<file path="src/rtl/mon_exp_pkg.sv">
// rtl/mon_exp_pkg.sv - shared op codes and FSM state encodings for the modular exponentiation sequencer
package mon_exp_pkg;

    localparam logic [1:0] OPXX = 2'd0;
    localparam logic [1:0] OPXM = 2'd1;
    localparam logic [1:0] OPX1 = 2'd2;

    localparam int         ST_W    = 3;
    localparam logic [2:0] ST_IDLE = 3'd0;
    localparam logic [2:0] ST_SQR  = 3'd1;
    localparam logic [2:0] ST_MUL  = 3'd2;
    localparam logic [2:0] ST_CONV = 3'd3;
    localparam logic [2:0] ST_ABRT = 3'd4;
    localparam logic [2:0] ST_FIN  = 3'd5;

endpackage

</file>
<file path="src/rtl/mp_handshake.sv">
// rtl/mp_handshake.sv - Montgomery product completion edge detector and outstanding-product tracking
module mp_handshake (
    input  logic clk,
    input  logic rst_n,
    input  logic mp_done,
    input  logic mp_start,
    output logic done_evt,
    output logic pending
);

    logic done_prev;
    logic outstanding;

    // done_prev resets high so a completion line held high through reset is not an edge
    always_ff @(posedge clk or negedge rst_n) begin
        if (!rst_n) begin
            done_prev   <= 1'b1;
            outstanding <= 1'b0;
        end else begin
            done_prev <= mp_done;
            if (mp_start) begin
                outstanding <= 1'b1;
            end else if (done_evt) begin
                outstanding <= 1'b0;
            end
        end
    end

    assign done_evt = mp_done & ~done_prev & outstanding;
    assign pending  = outstanding | mp_start;

endmodule

</file>
<file path="src/rtl/mon_exp_seq.sv">
// rtl/mon_exp_seq.sv - left-to-right square-and-multiply sequencer; MON_EXP_SEQ_CONST_TIME_EN selects constant-time mode
module mon_exp_seq #(
    parameter int BITLEN     = 256,
    parameter int LOG_BITLEN = 8
) (
    input  logic                    clk,
    input  logic                    rst_n,
    input  logic                    start,
    input  logic                    abort,
    input  logic [BITLEN-1:0]       e,
    input  logic [LOG_BITLEN-1:0]   e_idx,
    input  logic                    mp_done,
    output logic                    mp_start,
    output logic [1:0]              op_code,
    output logic                    mp_discard,
    output logic                    busy,
    output logic                    done,
    output logic [LOG_BITLEN+1:0]   op_cnt
);
    import mon_exp_pkg::*;

    localparam logic [LOG_BITLEN+1:0] CNT_ONE = {{(LOG_BITLEN+1){1'b0}}, 1'b1};

    logic [ST_W-1:0]       state;
    logic [ST_W-1:0]       state_n;
    logic [BITLEN-1:0]     e_q;
    logic [LOG_BITLEN-1:0] idx;
    logic [LOG_BITLEN-1:0] idx_n;
    logic                  issue;
    logic [1:0]            issue_op;
    logic                  load;
    logic                  busy_n;
    logic                  done_n;
    logic                  done_evt;
    logic                  pending;
    logic                  cur_bit;
    logic                  idx_zero;
    logic                  take_mul;

    mp_handshake u_hs (
        .clk      (clk),
        .rst_n    (rst_n),
        .mp_done  (mp_done),
        .mp_start (mp_start),
        .done_evt (done_evt),
        .pending  (pending)
    );

    assign cur_bit  = e_q[idx];
    assign idx_zero = (idx == '0);

`ifdef MON_EXP_SEQ_CONST_TIME_EN
    logic disc_q;
    logic disc_n;

    // every bit runs the multiply; zero bits mark its result as not committed
    assign take_mul   = 1'b1;
    assign mp_discard = disc_q;
`else
    assign take_mul   = cur_bit;
    assign mp_discard = 1'b0;
`endif

    always_comb begin
        state_n  = state;
        idx_n    = idx;
        issue    = 1'b0;
        issue_op = op_code;
        load     = 1'b0;
        busy_n   = busy;
        done_n   = 1'b0;
`ifdef MON_EXP_SEQ_CONST_TIME_EN
        disc_n   = disc_q;
`endif
        case (state)
            ST_IDLE: begin
                if (start) begin
                    load     = 1'b1;
                    idx_n    = e_idx;
                    busy_n   = 1'b1;
                    issue    = 1'b1;
                    issue_op = OPXX;
                    state_n  = ST_SQR;
`ifdef MON_EXP_SEQ_CONST_TIME_EN
                    disc_n   = 1'b0;
`endif
                end
            end
            ST_SQR: begin
                if (done_evt) begin
                    issue = 1'b1;
                    if (take_mul) begin
                        issue_op = OPXM;
                        state_n  = ST_MUL;
`ifdef MON_EXP_SEQ_CONST_TIME_EN
                        disc_n   = ~cur_bit;
`endif
                    end else if (idx_zero) begin
                        issue_op = OPX1;
                        state_n  = ST_CONV;
                    end else begin
                        idx_n    = idx - 1'b1;
                        issue_op = OPXX;
                    end
                end
            end
            ST_MUL: begin
                if (done_evt) begin
                    issue = 1'b1;
`ifdef MON_EXP_SEQ_CONST_TIME_EN
                    disc_n = 1'b0;
`endif
                    if (idx_zero) begin
                        issue_op = OPX1;
                        state_n  = ST_CONV;
                    end else begin
                        idx_n    = idx - 1'b1;
                        issue_op = OPXX;
                        state_n  = ST_SQR;
                    end
                end
            end
            ST_CONV: begin
                if (done_evt) begin
                    done_n  = 1'b1;
                    busy_n  = 1'b0;
                    state_n = ST_FIN;
                end
            end
            ST_FIN: begin
                state_n = ST_IDLE;
            end
            ST_ABRT: begin
                if (done_evt) begin
                    busy_n  = 1'b0;
                    state_n = ST_IDLE;
`ifdef MON_EXP_SEQ_CONST_TIME_EN
                    disc_n  = 1'b0;
`endif
                end
            end
            default: begin
                busy_n  = 1'b0;
                state_n = ST_IDLE;
            end
        endcase

        // abort overrides any issue decided above, including one triggered by a same-cycle completion
        if (abort && (state != ST_IDLE) && (state != ST_ABRT)) begin
            issue    = 1'b0;
            issue_op = op_code;
            done_n   = 1'b0;
            idx_n    = idx;
            if (pending && !done_evt) begin
                busy_n  = 1'b1;
                state_n = ST_ABRT;
            end else begin
                busy_n  = 1'b0;
                state_n = ST_IDLE;
`ifdef MON_EXP_SEQ_CONST_TIME_EN
                disc_n  = 1'b0;
`endif
            end
        end
    end

    always_ff @(posedge clk or negedge rst_n) begin
        if (!rst_n) begin
            state    <= ST_IDLE;
            e_q      <= '0;
            idx      <= '0;
            mp_start <= 1'b0;
            op_code  <= OPXX;
            busy     <= 1'b0;
            done     <= 1'b0;
            op_cnt   <= '0;
        end else begin
            state    <= state_n;
            idx      <= idx_n;
            mp_start <= issue;
            op_code  <= issue_op;
            busy     <= busy_n;
            done     <= done_n;
            if (load) begin
                e_q    <= e;
                op_cnt <= CNT_ONE;
            end else if (issue) begin
                op_cnt <= op_cnt + CNT_ONE;
            end
        end
    end

`ifdef MON_EXP_SEQ_CONST_TIME_EN
    always_ff @(posedge clk or negedge rst_n) begin
        if (!rst_n) begin
            disc_q <= 1'b0;
        end else begin
            disc_q <= disc_n;
        end
    end
`endif

endmodule

</file>
<file path="config.mk">
export PLATFORM = sky130hd
export DESIGN_NAME = mon_exp_seq
export DESIGN_NICKNAME = d
export VERILOG_FILES = /design/src/rtl/mon_exp_pkg.sv /design/src/rtl/mp_handshake.sv /design/src/rtl/mon_exp_seq.sv
export SDC_FILE = /design/constraint.sdc
export NUM_CORES = 1
export LEC_CHECK = 0
export ABC_AREA = 1
export CAP_MARGIN = 20
export CORE_AREA = 2 2 226 161
export CTS_CLUSTER_DIAMETER = 30
export DETAILED_ROUTE_END_ITERATION = 10
export DIE_AREA = 0 0 228 163
export PLACE_DENSITY = 0.74
export SETUP_SLACK_MARGIN = 0.05
export SYNTH_ARGS = -nofsm -noshare
export SYNTH_HDL_FRONTEND = slang
export SYNTH_SLANG_ARGS = --single-unit
export TNS_END_PERCENT = 50
</file>
<file path="constraint.sdc">
create_clock -name clk -period 2.97 [get_ports clk]
set_clock_uncertainty 0.15 [all_clocks]
set_input_delay 0.594 -clock clk [delete_from_list [all_inputs] [get_ports clk]]
set_output_delay 0.594 -clock clk [all_outputs]
set_load 0.1 [all_outputs]
</file>
==> results_dict.tcl, run 1 <==
set metrics [dict create \
    worstSetupEndpointType "flip-flop" \
    max-cap-violations 0 \
    gp_congestion 0.902 \
    worstPathRequired_ns 3.27 \
    antenna_left 0 \
    crit_end "idx[0]$_DFFE_PN0P_" \
    cts_tree "done" \
    tightestPinTransition_ns 0.848 \
    async_flop_share_pct 100 \
    synthCells 1829 \
    slew_violations 0 \
    synth_cell_type_count 39 \
    crit_type "flip-flop to flip-flop" \
    yosysTopAreaCell "dfrtp_1" \
    synth_edf_count 0 \
    finalHoldViolCount 0 \
    clk_latency_ns 0.58 \
    p_total_w 0.0223 \
    dpl_cell_area_sq_mm 0.0172 \
    clock-sinks 284 \
    hold_path.class "primary input to flip-flop" \
    grt_max_degree 221 \
    clock_path_buffers 3 \
    num_rows 58 \
    io_pins 285 \
    placedCellCount 2517 \
    dp_hpwl_um 30600 \
    start_kind "flip-flop" \
    leakagePower_nw 9.24 \
    clk_pin_slew_ns 0.05 \
    crit_fanout 54 \
    r2r_setup_slack_ns 0.34 \
    cp_slowest_cell "dfrtp_4" \
    hold_path_depth 1 \
    relSlewSlack_pct 43.5 \
    antenna_found_initial 3 \
    syn_nets 2100 \
    timing.fmax_mhz 380 \
    place_ws_ns 0.347 \
    avgSynthCellArea_sq_um 7.59 \
    drive_gt1_share_pct 9.11 \
    finalCritPeriodShare_pct 88.6 \
    drt-vias-per-instance 4.93 \
    ys_warn_count 0 \
    grt_use_total_pct 24.1 \
    first_pass_iters 6 \
    routed_wl_um 44400 \
    die-area_sq_mm 0.0372 \
    ir_drop_uv 840 \
    cts_buffers 61 \
    layout.nets 2372 \
    synth.top_cell.area_share_pct 51.0 \
    synthesis.area_sq_mm 0.0139 \
    seq_area_frac_synth_pct 51.2 \
    setup_ws_ns 0.337 \
    status "finished clean" \
    critPathLaunch "idx[0]$_DFFE_PN0P_" \
    tns_ns 0 \
    port_buffers 283 \
    path_depth 17 \
    cp_common_cell "nand2_1" \
    ys_ff_latch 284 \
    cts_setup_buffers 0 \
    rsz0062_at_grt "no" \
    synth_common_cells "690 x nand2_1, 283 x dfrtp_1, 227 x o21ai_0" \
    grt_pass1_vias 13100 \
    slowest_delay_ns 0.51 \
    fillers 3262 \
    powerDensity_mw_per_mm2 1150 \
    period_minus_slack_ns 2.63 \
    synth.most_common_cell "nand2_1" \
    wl_per_cell_um 16.9 \
    crit_buf_inv 3 \
    r2r_start "idx[0]$_DFFE_PN0P_" \
    vias 13000 \
    crit_family "simple AND/OR/NAND/NOR gates" \
    synth_flop_cell "dfrtp_1" \
    die_x_um 228 \
    route.detailed.drc 0 \
    r2r_end "idx[0]$_DFFE_PN0P_" \
    critical_path_arrival_ns 2.93 \
    initial_core_util_pct 39.4 \
    final_cells 2634 \
    htreeDepth 2 \
    grt_pass1_wl_um 70900 \
    die_h_um 163 \
    setup_viol 0 \
    crit_chain "clkinv_2, buf_12, nand2_1, nand3_1, nand2_1, nand2_1, nand2_1, inv_1, nand2_1, a21oi_1, nand3_1, nand3_1, nand2_1, nand2_2, nand2_4, nand2_1, o21ai_2" \
    grt_overflow 0 \
    core_sq_mm 0.0353 \
    cts_root_buf "clkbuf_16" \
    drt-initial-drc-count 1241 \
    fin_area_sq_mm 0.0193 \
    area_growth_pct 39.2 \
    synth.area.top_cells "dfrtp_1 51%, nand2_1 19%, o21ai_0 8.2%" \
    reg2reg_depth 17 \
]
## per-layer routing
| metal | track usage [%] | vias up | part of all wire (%) |
|---|---|---|---|
| met5 | 0 | - | 0.029 |
| met4 | 7.99 | 2 | 2.3 |
| met3 | 5.20 | 75 | 7.0 |
| met2 | 36.3 | 496 | 43 |
| met1 | 34.7 | 6095 | 48 |
| li1 | - | 6320 | - |
## cells by family (layout without fill, tap and decap cells)
logic type	after synthesis	in the layout	share of synthesized area [%]
simple gates	894	894	26.1
buf+inv	333	656	10.0
compound gates	311	311	12.2
flops	284	284	51.2
fa+ha+maj	2	2	0.180
xor+xnor	2	2	0.126
mux	2	2	0.153
other cells	1	3	0.0270
## state kept, by name, summed over array words and instances (netlist names)
| name | flops |
|---|---|
| idx | 8 |
| op_cnt | 10 |
| e_q | 256 |
| state | 3 |
| u_hs.done_prev | 1 |
| busy | 1 |
| done | 1 |
| op_code | 2 |
| mp_start | 1 |
| u_hs.outstanding | 1 |
## timing repair
item	in CTS	in global routing
endpoints found under the setup margin	0	0
hold endpoints to repair	62	0
gates resized for setup	0	0
hold buffers	1	0
## cell usage in the layout (no fill, tap or decap), types with 3 or more instances in the layout
cell             count
dfrtp_1            281
clkbuf_1             3
clkinvlp_4          10
clkinv_2            10
inv_2                6
clkbuf_16           63
bufinv_16            7
nor2_4               3
o21ai_0            227
nand3_1            154
o211ai_1            32
nor2_1              30
buf_12              13
nor3_1               5
nand4_1              3
clkbuf_8             6
a21oi_1             33
nand2_1            690
clkdlybuf4s50_1    267
clkinv_4            12
buf_4               39
inv_6                5
inv_1              213
o21ai_2              7
## layout make-up
type,count,area (sq um),area share (%)
Antenna cell,2,5.00,0.0259
Clock buffer,72,1670,8.64
Clock inverter,42,474,2.45
Inverter,221,832,4.30
Multi-Input combinational cell,1212,5390,27.9
Sequential cell,284,7120,36.8
Tap cell,480,601,3.11
Timing Repair Buffer,321,3250,16.8
## where the power goes
part | internal [W] | total [W] | switching (W)
combinational | 0.00294 | 0.00888 | 0.00594
clock | 0.00463 | 0.00691 | 0.00228
sequential | 0.00571 | 0.00650 | 0.000786
## stage by stage
step	utilization, %	hold WS (ns)
2_1_floorplan	-	0.148
3_3_place_gp	48.7	0.300
3_5_place_dp	48.7	0.306
4_1_cts	54.8	0.269
5_1_grt	54.8	0.276
6_report	54.8	0.300
## worst min-delay path by stage
stage | start | endpoint | slack [ns]
5_1_grt | mp_done | u_hs.done_prev$_DFF_PN1_ | 0.28
2_1_floorplan | rst_n | busy$_DFFE_PN0P_ | 0.15
3_5_place_dp | e_q[66]$_DFFE_PN0P_ | e_q[66]$_DFFE_PN0P_ | 0.31
4_1_cts | mp_done | u_hs.done_prev$_DFF_PN1_ | 0.27
6_report | mp_done | u_hs.done_prev$_DFF_PN1_ | 0.30
3_3_place_gp | e_q[102]$_DFFE_PN0P_ | e_q[102]$_DFFE_PN0P_ | 0.30
Note: power is estimated with default switching activity, not from simulation.
==> run 2: changes to the inputs <==
--- a/config.mk
+++ b/config.mk
@@ -6,7 +6,7 @@
 export NUM_CORES = 1
 export LEC_CHECK = 0
 export ABC_AREA = 1
-export CAP_MARGIN = 20
+export CAP_MARGIN = 5
 export CORE_AREA = 2 2 226 161
 export CTS_CLUSTER_DIAMETER = 30
 export DETAILED_ROUTE_END_ITERATION = 10
==> results of run 2 <==
No change in the layout: final DEF, timing and power equal those of run 1.
==> run 3: changes to the inputs <==
--- a/config.mk
+++ b/config.mk
@@ -7,11 +7,11 @@
 export LEC_CHECK = 0
 export ABC_AREA = 1
 export CAP_MARGIN = 5
-export CORE_AREA = 2 2 226 161
+export CORE_AREA = 2 2 199 142
 export CTS_CLUSTER_DIAMETER = 30
 export DETAILED_ROUTE_END_ITERATION = 10
-export DIE_AREA = 0 0 228 163
-export PLACE_DENSITY = 0.74
+export DIE_AREA = 0 0 201 144
+export PLACE_DENSITY = 0.9
 export SETUP_SLACK_MARGIN = 0.05
 export SYNTH_ARGS = -nofsm -noshare
 export SYNTH_HDL_FRONTEND = slang
==> results_dict.tcl, run 3 (synthesis gave the netlist of run 1 again) <==
set metrics [dict create \
    status "finished clean" \
    drt-vias-per-instance 5.28 \
    tightestPinTransition_ns 0.935 \
    cts_tree "done" \
    leakagePower_nw 8.98 \
    reg2reg_depth 16 \
    clock_path_buffers 3 \
    period_minus_slack_ns 2.71 \
    ir_drop_uv 588 \
    rsz0062_at_grt "no" \
    r2r_setup_slack_ns 0.26 \
    whs_ns 0.316 \
    top_register "e_q" \
    crit_type "flip-flop to flip-flop" \
    antenna_left 0 \
    die_h_um 144 \
    worstSetupEndpointType "flip-flop" \
    hold_path_depth 2 \
    final_common_cell "nand2_1" \
    largest_reg_flops 256 \
    die_x_um 201 \
    finalCritPeriodShare_pct 91.4 \
    start_kind "flip-flop" \
    max-cap-violations 0 \
    finalHoldViolCount 0 \
    dpl_cell_area_sq_mm 0.0170 \
    clk_latency_ns 0.54 \
    final_cells 2493 \
    first_pass_iters 6 \
    die-area_sq_mm 0.0289 \
    powerDensity_mw_per_mm2 1130 \
    crit_fanout 56 \
    placedCellCount 2403 \
    clock-sinks 284 \
    htreeDepth 2 \
    worstPathRequired_ns 3.28 \
    core_sq_mm 0.0272 \
    cts_buffers 49 \
    final_cell_mix "690 x nand2_1, 281 x dfrtp_1, 267 x clkdlybuf4s50_1" \
    antenna_found_initial 4 \
    grt_overflow 0 \
    hold_path.class "flip-flop to flip-flop" \
    num_rows 51 \
    cts_root_buf "clkbuf_16" \
    slew_violations 0 \
    relSlewSlack_pct 37.7 \
    critical_path_arrival_ns 3.02 \
    grt_max_degree 228 \
    drive_gt1_share_pct 7.69 \
    timing.fmax_mhz 368 \
    gp_congestion 0.866 \
    grt_pass1_vias 12800 \
    io_pins 285 \
    route.detailed.drc 0 \
    port_buffers 283 \
    wl_per_cell_um 16.7 \
    reg_top3 "e_q x256, op_cnt x10, idx x8" \
    clk_pin_slew_ns 0.05 \
    routed_wl_um 41700 \
    dp_hpwl_um 27600 \
    fin_area_sq_mm 0.0187 \
    initial_core_util_pct 51.0 \
    grt_pass1_wl_um 66300 \
    layout.nets 2355 \
    area_growth_pct 34.4 \
    grt_use_total_pct 28.9 \
    tns_ns 0 \
    setup_viol 0 \
    vias 13200 \
    drt-initial-drc-count 1233 \
]
## run 3: metrics by stage
step	total power [W]	worst slack, ns	util [%]
3_3_place_gp	0.0148	0.239	62.3
4_1_cts	0.0210	0.269	68.5
6_report	0.0210	0.256	68.5
2_1_floorplan	0.0125	0.701	-
5_1_grt	0.0226	0.0557	68.5
3_5_place_dp	0.0151	0.229	62.3
## run 3: power breakdown
group / switching, W / internal, W / total (W)
sequential: 0.000765 / 0.00571 / 0.00647
combinational: 0.00589 / 0.00291 / 0.00880
clock: 0.00202 / 0.00372 / 0.00574
total: 0.00868 / 0.0123 / 0.0210
## run 3: area by class of cell
type                            count  area, sq um
Tap cell                          371          464
Sequential cell                   284         7120
Inverter                          221          832
Clock inverter                     32          413
Clock buffer                       56         1270
Multi-Input combinational cell   1212         5390
Timing Repair Buffer              316         3180
Fill cell                        2094         8580
Antenna cell                        1         2.50
## run 3: final timing paths
kind                                 startpoint              endpoint
max                          idx[0]$_DFFE_PN0P_    idx[1]$_DFFE_PN0P_
min                        e_q[112]$_DFFE_PN0P_  e_q[112]$_DFFE_PN0P_
max reg2reg                  idx[0]$_DFFE_PN0P_    idx[1]$_DFFE_PN0P_
min reg2reg                e_q[112]$_DFFE_PN0P_  e_q[112]$_DFFE_PN0P_
max in group asynchronous                 rst_n  e_q[225]$_DFFE_PN0P_
min in group asynchronous                 rst_n   e_q[25]$_DFFE_PN0P_
## run 3: metal layers
layer  part of all wire (%)  GRT usage [%]
met1                     43           40.0
met2                     45           45.8
met3                    9.6           7.14
met4                    1.8           8.03
met5                  0.086              0
## run 3: timing repair
item	CTS	global route
setup endpoints to repair	0	1
buffers inserted	0	0
hold endpoints to repair	45	0
hold buffers	1	0
gates resized for setup	0	2
## run 3: critical path, cell delays in order (launching register included)
cell and delay [ns]:
dfrtp_4 0.44, buf_12 0.27, buf_4 0.30, nand2_1 0.08, nand3_1 0.16, nand2_1 0.08
a21oi_1 0.11, nor2_1 0.06, nand2_1 0.07, nand3_1 0.08, nand3_1 0.09, nand3_1 0.12
nand2_1 0.15, nand2_2 0.10, nand2_4 0.19, nand2_1 0.09, o21ai_2 0.07
